`src/rtl/retire_trace_if.sv`:
```
// Valid/ready stream carrying retired-instruction trace records.
// The master drives the valid and data signals, and the slave drives ready.
interface retire_trace_if #(
    parameter int unsigned DATA_W = 72
) ();
    logic              trace_valid;
    logic              trace_ready;
    logic [DATA_W-1:0] trace_data;

    modport master (output trace_valid, output trace_data, input trace_ready);
    modport slave  (input trace_valid, input trace_data, output trace_ready);
endinterface

```
`src/rtl/retire_trace.sv`:
```
// Captures {opcode, register snapshot} at every instruction retirement into a
// show-ahead FIFO. The FIFO is drained over a valid/ready trace stream.
module retire_trace #(
    parameter int unsigned          DEPTH    = 8,
    parameter int unsigned          OP_SIZE  = 8,
    parameter int unsigned          RES_SIZE = 64,
    parameter logic [OP_SIZE-1:0]   STOP_OP  = 8'h10
) (
    input  logic                        clk,
    input  logic                        rst,
    input  logic                        clr,
    input  logic [1:0]                  t_cycle,
    input  logic [2:0]                  m_cycle,
    input  logic [2:0]                  m_count,
    input  logic                        hold,
    input  logic [OP_SIZE-1:0]          instruction,
    input  logic [RES_SIZE-1:0]         regs,
    retire_trace_if.master              trace,
    output logic [$clog2(DEPTH):0]      level,
    output logic [31:0]                 retired_count,
    output logic [15:0]                 dropped_count,
    output logic                        overflow,
    output logic                        stop_seen
);
    localparam int unsigned AW    = $clog2(DEPTH);
    localparam int unsigned REC_W = OP_SIZE + RES_SIZE;

    logic [REC_W-1:0] mem [DEPTH];
    logic [AW-1:0]    wr_ptr;
    logic [AW-1:0]    rd_ptr;
    logic [AW-1:0]    rd_next;
    logic [AW:0]      level_next;
    logic [REC_W-1:0] record;
    logic [REC_W-1:0] head_next;
    logic [REC_W-1:0] data_q;
    logic             ret;
    logic             ret_q;
    logic             push_att;
    logic             full;
    logic             pop;
    logic             wr;
    logic             drop;

    always_comb begin
        record     = {instruction, regs};
        ret        = (t_cycle == 2'b11) && ((m_count - m_cycle) == 3'd1)
                     && !hold && !stop_seen;
        push_att   = ret && !ret_q;
        full       = (level == (AW+1)'(DEPTH));
        pop        = trace.trace_valid && trace.trace_ready;
        wr         = push_att && (!full || pop);
        drop       = push_att && full && !pop;
        rd_next    = rd_ptr + AW'(pop);
        level_next = level + (AW+1)'(wr) - (AW+1)'(pop);
        // The registered head must take the incoming record directly when it
        // lands in the slot that becomes the head on this edge.
        head_next  = (wr && (wr_ptr == rd_next)) ? record : mem[rd_next];
    end

    always_ff @(posedge clk) begin
        if (wr && !clr) begin
            mem[wr_ptr] <= record;
        end
    end

    always_ff @(posedge clk or negedge rst) begin
        if (!rst) begin
            wr_ptr        <= '0;
            rd_ptr        <= '0;
            level         <= '0;
            data_q        <= '0;
            ret_q         <= 1'b0;
            retired_count <= '0;
            dropped_count <= '0;
            overflow      <= 1'b0;
            stop_seen     <= 1'b0;
        end else if (clr) begin
            wr_ptr        <= '0;
            rd_ptr        <= '0;
            level         <= '0;
            data_q        <= '0;
            ret_q         <= 1'b0;
            retired_count <= '0;
            dropped_count <= '0;
            overflow      <= 1'b0;
            stop_seen     <= 1'b0;
        end else begin
            ret_q <= ret;
            level <= level_next;
            if (wr) begin
                wr_ptr <= wr_ptr + 1'b1;
            end
            if (pop) begin
                rd_ptr <= rd_next;
            end
            if (level_next != '0) begin
                data_q <= head_next;
            end
            if (push_att) begin
                retired_count <= retired_count + 32'd1;
                if (instruction == STOP_OP) begin
                    stop_seen <= 1'b1;
                end
            end
            if (drop) begin
                overflow <= 1'b1;
                if (dropped_count != 16'hFFFF) begin
                    dropped_count <= dropped_count + 16'd1;
                end
            end
        end
    end

    assign trace.trace_valid = (level != '0);
    assign trace.trace_data  = data_q;
endmodule

```
`src/flat_wrapper.sv`:
```
// flat-port wrapper written by rule: the top's interface ports become plain ports
module retire_trace_flat 
#(
    parameter int unsigned          DEPTH    = 8,
    parameter int unsigned          OP_SIZE  = 8,
    parameter int unsigned          RES_SIZE = 64,
    parameter logic [OP_SIZE-1:0]   STOP_OP  = 8'h10
)
  (clk, rst, clr, t_cycle, m_cycle, m_count, hold, instruction, regs, level, retired_count, dropped_count, overflow, stop_seen, trace_trace_valid, trace_trace_data, trace_trace_ready);
  retire_trace_if #(.DATA_W(72)) trace_i ();
  input  logic clk;
  input  logic rst;
  input  logic clr;
  input  logic [1:0] t_cycle;
  input  logic [2:0] m_cycle;
  input  logic [2:0] m_count;
  input  logic hold;
  input  logic [OP_SIZE-1:0] instruction;
  input  logic [RES_SIZE-1:0] regs;
  output logic [$clog2(DEPTH):0] level;
  output logic [31:0] retired_count;
  output logic [15:0] dropped_count;
  output logic overflow;
  output logic stop_seen;
  output wire logic [$bits(trace_i.trace_valid)-1:0] trace_trace_valid;
  output wire logic [$bits(trace_i.trace_data)-1:0] trace_trace_data;
  input wire logic [$bits(trace_i.trace_ready)-1:0] trace_trace_ready;
  assign trace_trace_valid = trace_i.trace_valid;
  assign trace_trace_data = trace_i.trace_data;
  assign trace_i.trace_ready = trace_trace_ready;
  retire_trace #(.DEPTH(DEPTH), .OP_SIZE(OP_SIZE), .RES_SIZE(RES_SIZE), .STOP_OP(STOP_OP)) u_core (.clk(clk), .rst(rst), .clr(clr), .t_cycle(t_cycle), .m_cycle(m_cycle), .m_count(m_count), .hold(hold), .instruction(instruction), .regs(regs), .trace(trace_i), .level(level), .retired_count(retired_count), .dropped_count(dropped_count), .overflow(overflow), .stop_seen(stop_seen));
endmodule
```
`config.mk`:
```
export PLATFORM = sky130hd
export DESIGN_NAME = retire_trace_flat
export DESIGN_NICKNAME = d
export VERILOG_FILES = /design/src/rtl/retire_trace_if.sv /design/src/rtl/retire_trace.sv /design/src/flat_wrapper.sv
export SDC_FILE = /design/constraint.sdc
export NUM_CORES = 1
export LEC_CHECK = 0
export BUFFER_PORTS_ARGS = -buffer_cell sky130_fd_sc_hd__buf_2
export CAP_MARGIN = 20
export CORE_MARGIN = 2
export CORE_UTILIZATION = 40
export DETAILED_ROUTE_END_ITERATION = 12
export MAX_ROUTING_LAYER = met4
export PLACE_DENSITY = 0.53
export SYNTH_ARGS = -nofsm -noshare
export SYNTH_HDL_FRONTEND = slang
export SYNTH_SLANG_ARGS = --single-unit
```
`constraint.sdc`:
```
create_clock -name clk -period 11.95 [get_ports clk]
set_input_delay 3.585 -clock clk [delete_from_list [all_inputs] [get_ports clk]]
set_output_delay 3.585 -clock clk [all_outputs]
set_load 0.02 [all_outputs]
```
==> impl_metrics.env, run 1 <==
export IMPL_r2r_slack_ps=6440
export IMPL_setup_viol=0
export IMPL_report_final_slew_viol_count=0
export IMPL_tns_ps=0
export IMPL_yosys_area_top_type="edfxtp_1"
export IMPL_synth_compound_area_share=0.0734
export IMPL_worstReg2RegStart="u_core.stop_seen"
export IMPL_placedCellCount=3020
export IMPL_totalPowerFinal_mw=6.62
export IMPL_cts_setup_buffers=0
export IMPL_status="complete, no violations"
export IMPL_grt_max_degree=153
export IMPL_first_iter_violations=1257
export IMPL_hold_path_class="reg2reg"
export IMPL_start_util=0.404
export IMPL_cts_buffer_depth=3
export IMPL_fin_worst_skew_ps=20.5
export IMPL_crit_arrival_ps=9310
export IMPL_first_global_vias=17532
export IMPL_cpPeakStageDelay_ps=810
export IMPL_p_per_area_nw_per_um2=194
export IMPL_cts_tree="yes"
export IMPL_drt_pre_antenna_iters=5
export IMPL_via_per_inst=5.54
export IMPL_hold_buffers=0
export IMPL_syn_area_per_cell_um2=15.0
export IMPL_fp_dieH_um=276
export IMPL_cts_sinks=709
export IMPL_synthXorXnorAreaFrac=0.0124
export IMPL_ys_seq_elements=709
export IMPL_synthAdderAreaFrac=0.00645
export IMPL_num_io_pins=212
export IMPL_ys_warn_count=0
export IMPL_rsz0062_at_grt="no"
export IMPL_worst_r2r_cell_count=13
export IMPL_fin_nets=2241
export IMPL_postSynth_asyncResetShare=0.188
export IMPL_fmax_ghz=0.114
export IMPL_yosysSeqAreaShare=0.699
export IMPL_io_buffers=211
export IMPL_min_period_ps=8790
export IMPL_tightest_slew_ps=1080
export IMPL_synth_area_mux_share=0.0740
export IMPL_synth_top_family_by_area="simple AND/OR/NAND/NOR gates"
export IMPL_coreArea_um2=73000
export IMPL_syn_to_final_growth_pct=15.9
export IMPL_yosys_area_share_simple=0.113
export IMPL_relSlewSlack=0.282
export IMPL_instances_no_fill=3175
export IMPL_post_cts_resized=0
export IMPL_rr_endpoint="u_core.trace.trace_data[55]"
export IMPL_maxCapViolCount=0
export IMPL_utilization=0.468
export IMPL_required_ps=12470
export IMPL_synth_ff_type="edfxtp_1"
export IMPL_critical_path_class="in2reg"
export IMPL_critPathLaunchType="input port"
export IMPL_end_kind="flop"
export IMPL_synth_cells=1966
export IMPL_ir_drop_v=0.000129
export IMPL_synth_cell_types=49
export IMPL_power_leakage_nw=12.4
export IMPL_hold_path_depth=1
export IMPL_insertion_delay_ps=610
export IMPL_wl_per_cell_um=22.8
export IMPL_die_x_um=276
export IMPL_synth_commonest_cells="edfxtp_1 (576), mux2i_1 (217), and3_1 (147), nor2b_1 (147), a2111oi_0 (146)"
export IMPL_yosysMostFrequentCell="edfxtp_1"
export IMPL_crit_chain="buf_2 > ha_1 > fa_1 > nand4b_1 > nor4_1 > nand2_1 > inv_1 > ha_1 > inv_1 > fa_1 > nand3b_1 > a2111oi_0 > nor2_1 > nor2_4 > buf_4 > o2bb2ai_1"
export IMPL_cts_root_buffer="clkbuf_16"
export IMPL_vias=17602
export IMPL_drive_gt1_frac=0.174
export IMPL_synth_edf_count=576
export IMPL_grt_overflow=0
export IMPL_fin_crit_sh=0.736
export IMPL_wirelength_um=72400
export IMPL_synth_top_area_frac=0.587
export IMPL_row_count=99
export IMPL_dp_hpwl_um=38400
export IMPL_hold_viol_final=0
export IMPL_hold_path_end="u_core.trace.trace_data[4]"
export IMPL_gp_congestion=0.763
export IMPL_syn_nets=2065
export IMPL_grtUsageTotal=0.195
export IMPL_hp_start="u_core.trace.trace_data[4]"
export IMPL_slowest_stage="nor2_4"
export IMPL_htree_levels=3
export IMPL_crit_fanout=38
export IMPL_grt_pass1_wl_um=109000
export IMPL_cts_made_buffers=78
export IMPL_yosys_top_cells_area="edfxtp_1 (59%), dfrtp_1 (11%), mux2i_1 (7.4%)"
export IMPL_drc_errors=0
export IMPL_antenna_found_initial=8
export IMPL_dieArea_um2=75900
export IMPL_syn_area_um2=29500
export IMPL_ant_nets=0
export IMPL_path_clk_slew_ps=60
-- critical path, delay by kind of cell --
family                   cells  cell delay, ps
adder cells (fa/ha/maj)      4            1460
buffers and inverters        4            1070
AND/OR/NAND/NOR              6            2470
AO/OA/AOI/OAI                2             680
-- flip-flops by register name, summed over array words and instances (netlist names) --
signal                   cells
u_core.trace.trace_data     72
u_core.mem                 576
u_core.ret_q                 1
u_core.wr_ptr                3
u_core.stop_seen             1
u_core.retired_count        32
u_core.level                 4
u_core.dropped_count        16
u_core.overflow              1
u_core.rd_ptr                3
-- cell usage in the layout (no fill, tap or decap), types with 3 or more instances in the layout --
cell type,count
clkbuf_8,8
buf_4,30
a2111oi_0,146
nand3b_1,4
inv_1,13
bufinv_16,5
mux2i_1,217
clkinv_2,16
xor2_1,15
clkinv_1,8
nor2_4,4
nor3_2,3
or3_1,14
and3_1,147
buf_12,3
o21ai_0,13
nand2_1,30
and4_1,5
nand4_1,14
buf_2,210
nand3_1,23
nand4b_1,3
nor2b_1,147
or4_1,6
edfxtp_1,576
a21oi_1,24
clkbuf_16,83
nor4_1,87
o2bb2ai_1,72
xnor2_1,22
nor2_1,44
diode_2,10
o31ai_1,3
nand2b_1,3
clkbuf_1,21
dfrtp_1,133
nor3_1,11
ha_1,10
-- stage by stage --
| step | area [µm²] | hold slack, ps | worst slack, ps |
|---|---|---|---|
| after floorplan | 29500 | 507 | 1270 |
| after global placement | 31600 | 467 | 2740 |
| after detailed placement | 31600 | 469 | 2550 |
| after CTS | 34100 | 487 | 3190 |
| after global routing | 34200 | 498 | 2600 |
| final | 34200 | 484 | 3160 |
-- metal layers --
metal / part of all wire / vias up / GRT usage
met5: 0 / - / -
met4: 0.016 / 0 / 0.0479
met3: 0.045 / 94 / 0.0330
met2: 0.49 / 321 / 0.317
met1: 0.45 / 9032 / 0.254
li1: - / 8155 / -
-- cell type report --
type                       instances  area (µm²)
fill                            6300       38800
sequential                       709       20600
multi-input combinational       1095        8350
clock buffer                     112        2270
timing repair buffer             245        1360
tap                              959        1200
clock inverter                    32         294
inverter                          13        48.8
antenna                           10        25.0
-- logic make-up after synthesis --
group	count (synthesis)
compound gates	264
xor+xnor	40
fa+ha+maj	14
buf+inv	162
flops	709
mux	218
simple gates	559
-- where the power goes --
group	switching, mW	internal, mW	leakage (nW)
sequential	0.0769	2.79	6.95
clock	0.955	1.43	1.27
combinational	0.918	0.453	4.23
-- worst max-delay path by stage --
stage	from	end	slack [ps]	cells after the start
floorplan	m_count[0]	u_core.mem[1][0]	1270	7
global placement	m_count[0]	u_core.trace.trace_data[55]	2740	17
detailed placement	m_cycle[0]	u_core.trace.trace_data[55]	2550	16
CTS	m_cycle[0]	u_core.trace.trace_data[55]	3190	16
global route	m_count[0]	u_core.trace.trace_data[53]	2600	17
finish	m_cycle[0]	u_core.trace.trace_data[55]	3160	16
No activity file was read; power rests on OpenSTA's default activity.
==> run 2, diff against run 1 <==
Clock period 11.95 ns to 8.6 ns, I/O delays scaled along.
==> run 2 against run 1 <==
Net effect: first-iteration DRC count fell by 8.9%; via count rose by 0.10%; worst setup slack got worse by 1500 ps; critical path depth did not move; critical path type unchanged; largest cell class unchanged.
==> impl_metrics.env, run 2 (same netlist as run 1, synthesis figures left out) <==
export IMPL_dieArea_um2=75900
export IMPL_start_util=0.404
export IMPL_status="complete, no violations"
export IMPL_path_clk_slew_ps=60
export IMPL_gp_congestion=0.776
export IMPL_cts_buffer_depth=3
export IMPL_crit_chain="buf_2 > ha_1 > fa_1 > nand4b_1 > nor4_1 > nand2_1 > inv_1 > ha_1 > inv_1 > fa_1 > nand3b_1 > a2111oi_0 > nor2_1 > nor2_4 > buf_4 > o2bb2ai_1"
export IMPL_largest_reg_flops=576
export IMPL_antenna_found_initial=10
export IMPL_hold_viol_final=0
export IMPL_final_common_cell="edfxtp_1"
export IMPL_worstReg2RegStart="u_core.stop_seen"
export IMPL_rsz0062_at_grt="no"
export IMPL_crit_fanout=41
export IMPL_hold_path_class="reg2reg"
export IMPL_layout_common_cells="edfxtp_1 (576), mux2i_1 (217), buf_2 (210)"
export IMPL_ir_drop_v=0.000322
export IMPL_tns_ps=0
export IMPL_dp_hpwl_um=38200
export IMPL_htree_levels=3
export IMPL_min_period_ps=6910
export IMPL_fin_worst_skew_ps=21.6
export IMPL_fin_crit_sh=0.803
export IMPL_cts_tree="yes"
export IMPL_hold_buffers=0
export IMPL_cpPeakStageDelay_ps=660
export IMPL_worstPathBufferInverterCount=4
export IMPL_r2r_slack_ps=4000
export IMPL_fp_dieH_um=276
export IMPL_setup_viol=0
export IMPL_holdWs_ps=483
export IMPL_rr_endpoint="u_core.trace.trace_data[40]"
export IMPL_hp_start="u_core.trace.trace_data[7]"
export IMPL_critical_path_class="in2reg"
export IMPL_crit_arrival_ps=7430
export IMPL_grt_overflow=0
export IMPL_slowest_stage="nor4_1"
export IMPL_layout_setup_ws_ps=1690
export IMPL_grt_pass1_wl_um=110000
export IMPL_grtUsageTotal=0.196
export IMPL_critPathLaunchType="input port"
export IMPL_critPathLaunch="m_cycle[0]"
export IMPL_report_final_slew_viol_count=0
export IMPL_relSlewSlack=0.222
export IMPL_drt_pre_antenna_iters=5
export IMPL_dpl_worst_slack_ps=1130
export IMPL_wl_per_cell_um=22.7
export IMPL_row_count=99
export IMPL_cts_made_buffers=76
export IMPL_wirelength_um=71900
export IMPL_hold_path_end="u_core.trace.trace_data[7]"
export IMPL_coreArea_um2=73000
export IMPL_end_kind="flop"
export IMPL_power_leakage_nw=12.4
export IMPL_io_buffers=211
export IMPL_fin_nets=2242
export IMPL_hold_path_depth=1
export IMPL_top_register="u_core.mem"
export IMPL_ant_nets=0
export IMPL_cp_top_family="simple AND/OR/NAND/NOR gates"
export IMPL_insertion_delay_ps=620
export IMPL_drive_gt1_frac=0.174
export IMPL_cts_root_buffer="clkbuf_16"
export IMPL_first_iter_violations=1145
export IMPL_worst_r2r_cell_count=13
export IMPL_p_per_area_nw_per_um2=266
export IMPL_via_per_inst=5.56
export IMPL_drc_errors=0
export IMPL_grt_max_degree=250
export IMPL_num_io_pins=212
export IMPL_post_cts_resized=0
export IMPL_tightest_slew_ps=1170
export IMPL_cts_setup_buffers=0
export IMPL_syn_to_final_growth_pct=15.6
export IMPL_cts_sinks=709
export IMPL_vias=17620
export IMPL_maxCapViolCount=0
export IMPL_utilization=0.467
export IMPL_required_ps=9130
export IMPL_die_x_um=276
export IMPL_fmax_ghz=0.145
export IMPL_first_global_vias=17938
-- run 2: cell count changes in the layout (fill, tap and decap cells not counted), moves of 4 or more --
| cell | before | now |
|---|---|---|
| clkbuf_16 | 83 | 79 |
| clkinv_1 | 8 | 12 |
| clkbuf_1 | 21 | 17 |
| buf_12 | 3 | 8 |
-- run 2: how the worst max path moves through the flow --
stage / end / cells after the start
6_report: u_core.trace.trace_data[40] / 16
5_1_grt: u_core.trace.trace_data[40] / 16
4_1_cts: u_core.trace.trace_data[40] / 16
3_5_place_dp: u_core.trace.trace_data[40] / 16
3_3_place_gp: u_core.trace.trace_data[38] / 17
2_1_floorplan: u_core.mem[1][0] / 7
-- run 2: routing by layer --
metal  vias to the layer above  share of wire  global-route usage  wire length [µm]
li1                       8144              -                   -                 -
met1                      9029           0.46               0.261             32800
met2                       351           0.48               0.307             34200
met3                        96          0.047              0.0363              3370
met4                         0          0.020              0.0570              1450
met5                         -              0                   -                 0
-- run 2: report_power, final --
group	internal, mW	switching, mW	leakage (nW)	total, mW
sequential	3.87	0.121	6.95	3.99
combinational	0.642	1.27	4.26	1.91
clock	1.83	1.32	1.19	3.16
total	6.35	2.72	12.4	9.06
-- run 2: area by class of cell --
| type | instances | area, µm² |
|---|---|---|
| fillers | 6367 | 38900 |
| flip-flops and latches | 709 | 20600 |
| multi-input cells | 1095 | 8350 |
| clock buffers | 106 | 2180 |
| repair buffers | 248 | 1440 |
| well taps | 959 | 1200 |
| clock inverters | 34 | 236 |
| inverters | 13 | 48.8 |
| diodes | 7 | 17.5 |
-- run 2: worst reg2reg max path, delay by kind of cell (launching register included) --
family	cells	cell delay, ps
flops	1	400
fa+ha+maj	2	790
buf+inv	3	830
simple gates	6	1740
compound gates	2	750
-- run 2: through the flow --
step / instances / power, mW / cell area, µm²
after detailed placement: 3024 / 5.99 / 31700
after global routing: 3171 / 9.49 / 34100
final: 3171 / 9.06 / 34100
after CTS: 3164 / 9.18 / 34100
after global placement: 3024 / 5.96 / 31700
after floorplan: 1966 / 5.31 / 29500
